### src/rtl/branch_pkg.sv
// Shared definitions for the sliced branch comparator: RV32I branch funct3 codes,
// FSM state encoding and the funct3-to-result mapping.
package branch_pkg;

  localparam logic [2:0] F3_BEQ  = 3'b000;
  localparam logic [2:0] F3_BNE  = 3'b001;
  localparam logic [2:0] F3_BLT  = 3'b100;
  localparam logic [2:0] F3_BGE  = 3'b101;
  localparam logic [2:0] F3_BLTU = 3'b110;
  localparam logic [2:0] F3_BGEU = 3'b111;

  typedef enum logic [1:0] {
    StIdle = 2'b00,
    StCmp  = 2'b01,
    StDone = 2'b10
  } state_e;

  // 010/011 are not branch encodings.
  function automatic logic is_illegal(input logic [2:0] f3);
    return f3[2:1] == 2'b01;
  endfunction

  function automatic logic is_signed(input logic [2:0] f3);
    return f3[2:1] == 2'b10;
  endfunction

  function automatic logic br_eval(input logic [2:0] f3, input logic eq, input logic lt);
    logic res;
    case (f3)
      F3_BEQ:           res = eq;
      F3_BNE:           res = ~eq;
      F3_BLT, F3_BLTU:  res = lt;
      F3_BGE, F3_BGEU:  res = ~lt;
      default:          res = 1'b0;
    endcase
    return res;
  endfunction

endpackage

### src/rtl/slice_cmp.sv
// Combinational SLICE-wide comparator; sign_fix flips both top bits so an unsigned
// compare orders two's-complement values correctly.
module slice_cmp #(
  parameter int unsigned SLICE = 8
) (
  input  logic [SLICE-1:0] a,
  input  logic [SLICE-1:0] b,
  input  logic             sign_fix,
  output logic             eq,
  output logic             lt
);

  logic [SLICE-1:0] a_fix;
  logic [SLICE-1:0] b_fix;

  always_comb begin
    a_fix = a;
    b_fix = b;
    if (sign_fix) begin
      a_fix[SLICE-1] = ~a[SLICE-1];
      b_fix[SLICE-1] = ~b[SLICE-1];
    end
    eq = (a == b);
    lt = (a_fix < b_fix);
  end

endmodule

### src/rtl/branch_comp_seq.sv
// Multi-cycle RV32I branch comparator: walks the operands MSB slice first under a
// start/done handshake and resolves BEQ/BNE/BLT/BGE/BLTU/BGEU with fixed latency.
module branch_comp_seq
  import branch_pkg::*;
#(
  parameter int unsigned XLEN  = 32,
  parameter int unsigned SLICE = 8
) (
  input  logic            clk,
  input  logic            rst_n,
  input  logic            start,
  input  logic [2:0]      funct3,
  input  logic [XLEN-1:0] rd1,
  input  logic [XLEN-1:0] rd2,
  output logic            busy,
  output logic            done,
  output logic            br_res,
  output logic            illegal
);

  localparam int unsigned N    = XLEN / SLICE;
  localparam int unsigned IdxW = (N > 1) ? $clog2(N) : 1;
  localparam logic [IdxW-1:0] IdxTop = IdxW'(N - 1);

  state_e          state_q;
  logic [XLEN-1:0] a_q, b_q;
  logic [2:0]      f3_q;
  logic [IdxW-1:0] idx_q;
  logic            eq_q, lt_q, decided_q;
  logic            br_res_q, illegal_q;

  logic [SLICE-1:0] a_sl, b_sl;
  logic             sign_fix;
  logic             sl_eq, sl_lt;
  logic             eq_d, lt_d, decided_d;

  always_comb begin
    a_sl     = a_q[idx_q*SLICE +: SLICE];
    b_sl     = b_q[idx_q*SLICE +: SLICE];
    sign_fix = is_signed(f3_q) && (idx_q == IdxTop);
  end

  slice_cmp #(
    .SLICE (SLICE)
  ) u_slice_cmp (
    .a        (a_sl),
    .b        (b_sl),
    .sign_fix (sign_fix),
    .eq       (sl_eq),
    .lt       (sl_lt)
  );

  // The first mismatching slice (from the top) fixes the ordering; later ones are ignored.
  always_comb begin
    eq_d      = eq_q;
    lt_d      = lt_q;
    decided_d = decided_q;
    if (!decided_q && !sl_eq) begin
      decided_d = 1'b1;
      lt_d      = sl_lt;
      eq_d      = 1'b0;
    end
  end

  always_ff @(posedge clk or negedge rst_n) begin
    if (!rst_n) begin
      state_q   <= StIdle;
      a_q       <= '0;
      b_q       <= '0;
      f3_q      <= '0;
      idx_q     <= '0;
      eq_q      <= 1'b1;
      lt_q      <= 1'b0;
      decided_q <= 1'b0;
      br_res_q  <= 1'b0;
      illegal_q <= 1'b0;
    end else begin
      unique case (state_q)
        StIdle, StDone: begin
          if (start) begin
            a_q       <= rd1;
            b_q       <= rd2;
            f3_q      <= funct3;
            idx_q     <= IdxTop;
            eq_q      <= 1'b1;
            lt_q      <= 1'b0;
            decided_q <= 1'b0;
            state_q   <= StCmp;
          end else begin
            state_q   <= StIdle;
          end
        end
        StCmp: begin
          eq_q      <= eq_d;
          lt_q      <= lt_d;
          decided_q <= decided_d;
          if (idx_q == '0) begin
            br_res_q  <= br_eval(f3_q, eq_d, lt_d);
            illegal_q <= is_illegal(f3_q);
            state_q   <= StDone;
          end else begin
            idx_q <= idx_q - 1'b1;
          end
        end
        default: state_q <= StIdle;
      endcase
    end
  end

  assign busy    = (state_q == StCmp);
  assign done    = (state_q == StDone);
  assign br_res  = br_res_q;
  assign illegal = illegal_q;

endmodule

### config.mk
export PLATFORM = sky130hd
export DESIGN_NAME = branch_comp_seq
export DESIGN_NICKNAME = d
export VERILOG_FILES = /design/src/rtl/branch_pkg.sv /design/src/rtl/slice_cmp.sv /design/src/rtl/branch_comp_seq.sv
export SDC_FILE = /design/constraint.sdc
export NUM_CORES = 1
export LEC_CHECK = 0
export CAP_MARGIN = 5
export CORE_UTILIZATION = 50
export CTS_CLUSTER_DIAMETER = 30
export DETAILED_ROUTE_END_ITERATION = 12
export GPL_TIMING_DRIVEN = 0
export PLACE_DENSITY = 0.88
export SYNTH_ARGS = -nofsm -noshare
export SYNTH_HDL_FRONTEND = slang
export SYNTH_SLANG_ARGS = --single-unit
export TNS_END_PERCENT = 5
### constraint.sdc
create_clock -name clk -period 4.5 [get_ports clk]
set_clock_uncertainty 0.1 [all_clocks]
set_input_delay 0.9 -clock clk [delete_from_list [all_inputs] [get_ports clk]]
set_output_delay 0.9 -clock clk [all_outputs]
set_load 0.02 [all_outputs]
### Word-level counts from Yosys, hierarchy flattened

Index checks and enable logic that the tools add are counted.

* register bits after elaboration: 76
* output and inout bits: 4
* logic and storage cells: 66

* $add $sub $neg: 1
* $lt $le $gt $ge: 1
* equal/unequal tests: 15
* shift operators: 2
* multiplexer cells: 17
* bitwise logic cells: 4
* reduce and logical (&&, ||, !) cells: 16

Operators with widths (count)
* $shiftx 32x6->8: 2
* $eq 3x3->1 const B: 4
* $eq 8x8->1: 1
* $lt 8x8->1: 1
* $mux 1: 8
* $pmux 2 s2: 2
* $eq 2x2->1 const B: 3
* $mux 2: 3
* $pmux 1 s2: 3
* $reduce_and 2->1: 3
* $reduce_and 3->1: 2
* $reduce_or 2->1: 3
* $eq 2x1->1 const B: 2
* $logic_not 2->1: 2
* $ne 2x1->1 const B: 2
* $ne 2x2->1 const B: 2
* $not 1->1: 4
* $pmux 1 s4: 1
* $eq 3x1->1 const B: 1
* $logic_not 3->1: 1
* $logic_and 1x1->1: 2
* $logic_not 1->1: 2
* $reduce_bool 2->1: 1
* $sub 2x1->2 const B: 1

### Logic depth before layout (Yosys ltp)

Gate-level depths: netlist of the first run.

* depth in word-level cells: 7
* depth in mapped cells: 11
* depth with buffers taken out: 9

### Hierarchy

Synthesis of the first run repeated with hierarchy kept, for this count alone.

* cells, all modules: 382
* area total of the unflattened synthesis: 3609.7 um^2

Modules (own cells, without submodules)
* branch_comp_seq: instances 1, cells an instance 349, area an instance 3389.5 um^2
* slice_cmp: instances 1, cells an instance 33, area an instance 220.2 um^2

### Worst setup path after synthesis of the first run

OpenSTA, ideal clock, no wires.

* path type: flip-flop to flip-flop
* from: reg idx_q[0]
* to: reg br_res_q, in the netlist br_res
* setup time: 0.126 ns
* arrival time: 3.008 ns
* required time: 4.274 ns
* setup slack: 1.266 ns
* stages on the path, launching flop included: 11
* path through: dfrtp_1 -> buf_6 -> buf_1 -> mux4_2 -> ha_1 -> nand4_1 -> or2_2 -> o21ai_1 -> or4_1 -> mux2i_1 -> o32a_1

* longest elaborated chain between the ends: 7
* elaborated cells between the ends (all ways): 19
* those cells by class: order compare (1); eq/ne (2); shift (2); mux (5); bitwise (4); reduce/logical (5)

RTL lines
* from (decl): RTL line branch_comp_seq.sv:28 `logic [IdxW-1:0] idx_q;`
* from (signal assigned): RTL line branch_comp_seq.sv:84 `idx_q <= IdxTop;`
* from (signal assigned): RTL line branch_comp_seq.sv:102 `idx_q <= idx_q - 1'b1;`
* $shiftx 32x6->8 (tied with other cells): RTL line branch_comp_seq.sv:38 `a_sl = a_q[idx_q*SLICE +: SLICE];`
* $not 1->1 (tied with other cells): RTL line slice_cmp.sv:20 `a_fix[SLICE-1] = ~a[SLICE-1];`
* $mux 1 or $logic_not 1->1 (tied branches): RTL line slice_cmp.sv:19, branch_comp_seq.sv:58
* $lt 8x8->1 or $logic_and 1x1->1 (tied branches): RTL line slice_cmp.sv:24, branch_comp_seq.sv:58
* $mux 1: RTL line branch_comp_seq.sv:58 `if (!decided_q && !sl_eq) begin`
* $not 1->1, on equally long branches: RTL line branch_pkg.sv:33, branch_pkg.sv:31
* $pmux 1 s4: RTL line branch_pkg.sv:29 `case (f3)`
* to (signal assigned): RTL line branch_comp_seq.sv:98 `br_res_q <= br_eval(f3_q, eq_d, lt_d);`
* to (decl): RTL line branch_comp_seq.sv:30 `logic br_res_q, illegal_q;`

Several ways; a longest one is shown, not always the timed one.
A chain may end at the register's enable or synchronous reset.

### Final worst setup path of the first run

Ends and elaborated chain as after synthesis.

==> out/qor_table.md, run 1 <==
| Step | Quantity | Reported |
| --- | --- | --- |
| placed design | Placement-stage cell area | 4510 sq um |
| outcome | Outcome | completed |
| die | Initial Util | 52.7% |
| die | Width of the die | 87.5 microns |
| synth | Number of flops mapped to enable cells by yosys | 0 |
| synth | Adder-Cell Fraction of Synth Area | 3.69% |
| setup path | Crit path launch type | flop |
| power | Switching part of the total | 37.8% |
| synth | Cell area after technology mapping | 3660 sq um |
| power | Peak VDD IR | 0.293 mV |
| layout | Number of nets in the layout | 552 |
| synth | Average cell area after synthesis | 9.40 sq um |
| setup path | Worst Path Arrival | 3940 ps |
| clocking | Clk root buf | clkbuf_8 |
| sta | Measured slew at the worst slew-check pin | 945 ps |
| global route | Maximum number of pins on one net before global-route repair | 77 |
| synth | Post-synthesis sequential area ratio | 52.0% |
| detailed routing | Remaining antenna violation count | 0 |
| power | Combinational share of power | 46.2% |
| sta | Sum Neg Setup Slack | 0 ps |
| power | Power density over the cells | 710 nW/um^2 |
| sta | FMAX | 262 MHz |
| synth | Fraction of the mapped netlist area in compound gates | 3.18% |
| global route | Final global-route overflow total | 0 |
| die | Area of the die | 7660 sq um |
| detailed routing | Initial DRC Count | 186 |
| clocking | Clock latency on the worst-skew pair | 340 ps |
| layout | Total inserted antenna cells | 0 |
| synth | Post-synthesis xor/xnor area fraction | 1.44% |
| placed design | DP HPWL | 6.43 mm |
| clocking | Clock buffer count from CTS | 9 |
| layout | Fin area | 4740 sq um |
| layout | Share of cells above drive strength 1 | 7.95% |
| sta | Number of pins with negative max-slew slack in the final report | 0 |
| clocking | Clock tree from TritonCTS | yes |
| setup path | Critical path endpoint category | flop |
| power | Clock network power share | 17.8% |
| clocking | Hold buffer count at CTS | 0 |
| power | Switch Pwr | 0.00127 W |
| global route | First-pass GRT wire length | 14.7 mm |
| sta | Relative slew slack | 37.0% |
| power | Internal Power | 0.00209 W |
| job | Number of maximum-capacitance constraint violations | 0 |
| detailed routing | Total vias in the final route | 2,999 |
| die | Die Span Y | 87.5 microns |
| die | Number of rows in the core area | 30 |
| synth | Share of synthesized registers carrying an async set or reset | 100% |
| die | Total core area | 6940 sq um |
| detailed routing | Drt wl/cell | 15.8 microns |
| setup path | Critical path start-end classification | reg -> reg |
| detailed routing | Number of iterations in the first detailed-routing pass | 4 |
| clocking | H-tree lvl count | 3 |
| setup path | Worst path slowest cell | buf_1 |
| power | Proportion of power drawn by flip-flops and latches | 36.0% |
| detailed routing | Vias per cell | 5.22 |
| synth | Netlist cell types | 37 |
| detailed routing | Remaining routing DRC violations | 0 |
| layout | Layout-stage area growth over the synthesis result | 29.6% |
| clocking | Clk buf depth | 2 |
| global route | Initial antenna violation count | 0 |
| min path | Hold Crit Class | reg -> reg |
| detailed routing | Total wirelength of the detailed-routed design | 9.08 mm |
| global route | Via count of the first global-routing pass | 3,106 |
| synth | Post-Syn Instances | 389 |
| layout | Fill cell count | 541 |
| sta | Setup-violating endpoint count in the final report | 0 |
| sta | Final critical path time including I/O delays and setup | 3810 ps |
| clocking | Buffers inserted during post-CTS setup optimization | 0 |
| synth | Combinational family with the most area after synthesis | simple AND/OR/NAND/NOR gates |
| sta | Fin crit share | 84.7% |
| global route | All-layer global routing usage | 26.4% |
| placed design | Final weighted congestion of routability-driven global placement | 0.834 |
| synth | Flip-flop and latch count after synthesis | 76 |
| synth | Fraction of synthesized area in multiplexers | 11.9% |
| clocking | Clock Pin Slew Worst Setup and Hold Paths | 80 ps |
| power | Leak | 2.35 nW |
| layout | Final standard cell utilization of the core | 68.3% |
| setup path | Delay contributed by the slowest stage of the critical path | 680 ps |
| synth | Primary flip-flop cell chosen by synthesis mapping | dfrtp_1 |
| setup path | Critical path required time | 4630 ps |
| clocking | CTS sink count | 76 |
| placed design | Number of I/O port buffers | 73 |
| die | Num ports | 74 |
| synth | Yosys warnings | 0 |
| synth | Basic-gate share of the synthesized area counting and, or, nand and nor cells | 23.8% |
| synth | Net count of the mapped netlist | 468 |
| clocking | Quantity of gates resized following cts | 0 |
| sta | RSZ-0062 raised after global routing | false |
| setup path | Crit path cell chain | buf_6 > buf_1 > mux4_2 > ha_1 > nand4_1 > or2_2 > o21ai_1 > or4_1 > mux2i_1 > o32a_1 |
| sta | Number of failing hold endpoints at the final stage | 0 |
| setup path | Critical-path maximum fanout | 10 |
[critical path, delay by kind of cell (launching register included)]
| kind | cells | cell delay (ps) |
|---|---|---|
| mux | 2 | 660 |
| buf+inv | 2 | 860 |
| fa+ha+maj | 1 | 330 |
| flops | 1 | 370 |
| simple gates | 3 | 720 |
| compound gates | 2 | 650 |
[per-layer routing]
metal / up-vias / track usage (%) / part of all wire (%)
li1: 1415 / - / -
met1: 1446 / 33.4 / 41
met2: 118 / 44.6 / 50
met3: 20 / 4.83 / 6.0
met4: 0 / 11.6 / 2.5
met5: - / 0 / 0
[path summary, 6_finish.rpt]
kind | start | to | slack [ps] | depth (start not counted)
min in group asynchronous | rst_n | a_q[29]$_DFFE_PN0P_ | 590 | 1
worst max register to register | idx_q[0]$_DFFE_PN0P_ | br_res$_DFFE_PN0P_ | 690 | 10
worst min register to register | a_q[8]$_DFFE_PN0P_ | a_q[8]$_DFFE_PN0P_ | 370 | 2
max in group asynchronous | rst_n | b_q[16]$_DFFE_PN0P_ | 3090 | 1
worst max-delay path | idx_q[0]$_DFFE_PN0P_ | br_res$_DFFE_PN0P_ | 690 | 10
worst min-delay path | a_q[8]$_DFFE_PN0P_ | a_q[8]$_DFFE_PN0P_ | 370 | 2
[cell usage after synthesis, types with 2 or more instances]
library cell / count / area (sq um)
maj3_2: 2 / 22.5
nand2_1: 205 / 769
clkbuf_1: 16 / 60.1
o21ai_0: 4 / 20.0
inv_1: 15 / 56.3
nor2_1: 4 / 15.0
buf_1: 2 / 7.51
mux4_1: 5 / 131
o22ai_1: 2 / 12.5
mux4_2: 12 / 270
xor2_1: 5 / 43.8
dfrtp_1: 75 / 1880
ha_1: 9 / 113
a21oi_1: 4 / 20.0
nand2b_1: 4 / 25.0
nor2b_1: 3 / 18.8
nor3_1: 2 / 10.0
[registers in the layout, summed over array words and instances, names as in the netlist]
| name | count |
|---|---|
| b_q | 32 |
| a_q | 32 |
| idx_q | 2 |
| state_q | 2 |
| lt_q | 1 |
| illegal | 1 |
| eq_q | 1 |
| decided_q | 1 |
| f3_q | 3 |
| br_res | 1 |
[cell usage in the layout, fill, tap and decap left out, drive strengths merged, types with 3 or more instances in the layout]
cell type and instances:
nor2 4, ha 9, a21oi 4, clkdlybuf4s50 72, buf 5, inv 16
o21ai 5, nand2 205, mux4 17, nand2b 4, nor2b 3, clkbuf 28
dfrtp 75, xor2 5
[power groups by stage]
stage | clock network, W | logic, W | registers [W]
floorplan | 0 | 0.00112 | 0.00117
global placement | 0 | 0.00145 | 0.00120
detailed placement | 0 | 0.00153 | 0.00122
CTS | 0.000603 | 0.00156 | 0.00121
global route | 0.000634 | 0.00173 | 0.00124
finish | 0.000599 | 0.00156 | 0.00121
[final cells by class]
class,instances,area [sq um],area share [%]
sequential,76,1900,40.1
multi-input combinational,277,1610,33.9
timing repair buffer,73,728,15.4
clock buffer,12,165,3.48
tap,96,120,2.53
buffer,20,86.3,1.82
clock inverter,4,70.1,1.48
inverter,16,60.1,1.27
[cell families (layout without fill, tap and decap cells)]
| group | Yosys count | after routing |
|---|---|---|
| adder cells (fa/ha/maj) | 11 | 11 |
| XOR/XNOR | 6 | 6 |
| buffers and inverters | 36 | 125 |
| AND/OR/NAND/NOR | 223 | 223 |
| AO/OA/AOI/OAI | 18 | 18 |
| multiplexers | 19 | 19 |
| flip-flops | 76 | 76 |
[stage by stage]
stage | instances | power, W | hold slack (ps) | setup slack, ps
floorplan | 389 | 0.00229 | 337 | 1270
global placement | 558 | 0.00265 | 350 | -40.5
detailed placement | 558 | 0.00275 | 356 | 751
CTS | 574 | 0.00338 | 374 | 673
global route | 574 | 0.00361 | 393 | 449
finish | 574 | 0.00337 | 372 | 688
(Power assumes the default switching activity.)
==> inputs of run 2 (changes only) <==
Settings changed: CORE_UTILIZATION 50 to 46, PLACE_DENSITY 0.88 to 0.86.
Clock period 4.5 ns to 3.5 ns, I/O delays scaled along.
==> run 2 against run 1 <==
Net effect:
- wire length down 3.2%
- critical endpoint unchanged
- flip-flop and latch count unchanged
- combinational power up 27%
- register-to-register slack worse by 340 ps
- setup slack worse by 340 ps
- fmax up 21%
- first-iteration DRC count up 37%
==> out/qor_table.md, run 2 (same netlist as run 1, synthesis figures left out) <==
| Step | Quantity | Reported |
| --- | --- | --- |
| detailed routing | Vias per cell | 5.06 |
| clocking | Clk buf depth | 2 |
| sta | Fin crit share | 90.1% |
| layout | Share of cells above drive strength 1 | 7.98% |
| clocking | Clock latency on the worst-skew pair | 370 ps |
| sta | Relative slew slack | 37.1% |
| layout | Leading cell type in the layout, fill and taps excluded | nand2_1 |
| setup path | R2r setup slk | 340 ps |
| detailed routing | Remaining routing DRC violations | 0 |
| global route | Maximum number of pins on one net before global-route repair | 77 |
| sta | Final hold slack | 344 ps |
| global route | Most utilized layer in the global route result | met2 |
| setup path | Critical path required time | 3660 ps |
| clocking | H-tree lvl count | 3 |
| clocking | CTS sink count | 76 |
| placed design | Cell Count Post-Placement | 564 |
| sta | RSZ-0062 raised after global routing | false |
| sta | FMAX | 317 MHz |
| detailed routing | Total vias in the final route | 2,924 |
| clocking | Hold buffer count at CTS | 0 |
| die | Width of the die | 91.2 microns |
| placed design | Placement-stage cell area | 4510 sq um |
| global route | GR met2 Demand/Resource | 39.2% |
| clocking | Buffers inserted during post-CTS setup optimization | 0 |
| global route | Met3 Track Usage GR | 5.11% |
| setup path | Crit path launch type | flop |
| clocking | Clock Pin Slew Worst Setup and Hold Paths | 80 ps |
| detailed routing | Drt wl/cell | 15.2 microns |
| min path | Hold Crit Class | in -> async |
| layout | Layout-stage area growth over the synthesis result | 28.9% |
| layout | Number of nets in the layout | 550 |
| setup path | R2R depth | 9 |
| placed design | DP HPWL | 6.48 mm |
| layout | Registers with the highest flip-flop counts | a_q x32, b_q x32, f3_q x3 |
| layout | Fin area | 4710 sq um |
| global route | Met1 layer usage reported by global route | 27.6% |
| placed design | Final weighted congestion of routability-driven global placement | 0.834 |
| placed design | Number of I/O port buffers | 73 |
| power | Leak | 2.33 nW |
| global route | Initial antenna violation count | 0 |
| setup path | Worst Path Arrival | 3310 ps |
| detailed routing | Remaining antenna violation count | 0 |
| sta | Final critical path time including I/O delays and setup | 3160 ps |
| die | Total core area | 7730 sq um |
| die | Number of rows in the core area | 32 |
| sta | Number of pins with negative max-slew slack in the final report | 0 |
| global route | First-pass GRT wire length | 14.3 mm |
| global route | Final global-route overflow total | 0 |
| layout | Total inserted antenna cells | 0 |
| clocking | Clock buffer count from CTS | 9 |
| outcome | Outcome | completed |
| die | Die Span Y | 91.2 microns |
| setup path | Critical path endpoint category | flop |
| setup path | Critical path start-end classification | reg -> reg |
| die | Num ports | 74 |
| sta | Number of failing hold endpoints at the final stage | 0 |
| clocking | Clk root buf | clkbuf_8 |
| global route | All-layer global routing usage | 22.9% |
| die | Area of the die | 8310 sq um |
| layout | Post-layout instance count excluding filler cells | 578 |
| power | Power density over the cells | 900 nW/um^2 |
| die | Initial Util | 47.3% |
| layout | Commonest cells after routing, fill and taps aside | nand2_1 (205), dfrtp_1 (75), clkdlybuf4s50_1 (72), inv_1 (15), clkbuf_1 (15) |
| setup path | Critical-path maximum fanout | 19 |
| sta | Setup-violating endpoint count in the final report | 0 |
| job | Number of maximum-capacitance constraint violations | 0 |
| detailed routing | Number of iterations in the first detailed-routing pass | 4 |
| detailed routing | Initial DRC Count | 255 |
| setup path | Origin of the critical flop-to-flop path | idx_q[0]$_DFFE_PN0P_ |
| global route | Via count of the first global-routing pass | 3,091 |
| detailed routing | Total wirelength of the detailed-routed design | 8.79 mm |
| power | Peak VDD IR | 0.314 mV |
| clocking | Clock tree from TritonCTS | yes |
| setup path | Origin of the worst setup path | idx_q[0]$_DFFE_PN0P_ |
| sta | Measured slew at the worst slew-check pin | 943 ps |
| clocking | Quantity of gates resized following cts | 0 |
run 2: where the power goes:
part / total, W / leakage [nW] / switching [W] / internal (W)
Clock: 0.000706 / 0.0991 / 0.000352 / 0.000353
Sequential: 0.00156 / 0.935 / 0.000260 / 0.00130
Combinational: 0.00198 / 1.29 / 0.00105 / 0.000932
run 2: area by class of cell:
| class | count | area, sq um |
|---|---|---|
| Multi-Input combinational cell | 277 | 1610 |
| Clock inverter | 6 | 71.3 |
| Sequential cell | 76 | 1900 |
| Inverter | 16 | 60.1 |
| Timing Repair Buffer | 73 | 728 |
| Buffer | 18 | 78.8 |
| Tap cell | 102 | 128 |
| Clock buffer | 10 | 138 |
| Fill cell | 632 | 3010 |
run 2: worst max-delay path, stage by stage (launching register included):
cell	delay, ps
dfrtp_1	390
buf_6	270
mux4_2	540
ha_1	330
nand4_1	170
or2_2	350
o21ai_1	320
or4_1	170
mux2i_1	60
o32a_1	340
run 2: through the flow:
stage / TNS, ps / power [W] / setup WS [ps] / utilization [%]
final: 0 / 0.00424 / 345 / 61.0
after floorplan: 0 / 0.00294 / 266 / -
after global routing: 0 / 0.00454 / 226 / 61.0
after CTS: 0 / 0.00425 / 60.2 / 61.1
after detailed placement: -226 / 0.00355 / -226 / 58.4
after global placement: -59170 / 0.00340 / -792 / 58.4
run 2: layer usage:
layer	vias to the layer above	share of wire [%]	wire, microns
met3	14	5.5	480
met2	88	52	4600
met5	-	0	0
met1	1416	40	3560
met4	0	1.7	150
li1	1406	-	-
run 2: final timing paths:
| path | endpoint |
|---|---|
| max | br_res$_DFFE_PN0P_ |
| min | a_q[28]$_DFFE_PN0P_ |
| max reg2reg | br_res$_DFFE_PN0P_ |
| min reg2reg | b_q[6]$_DFFE_PN0P_ |
| max in group asynchronous | b_q[23]$_DFFE_PN0P_ |
| min in group clk | b_q[6]$_DFFE_PN0P_ |
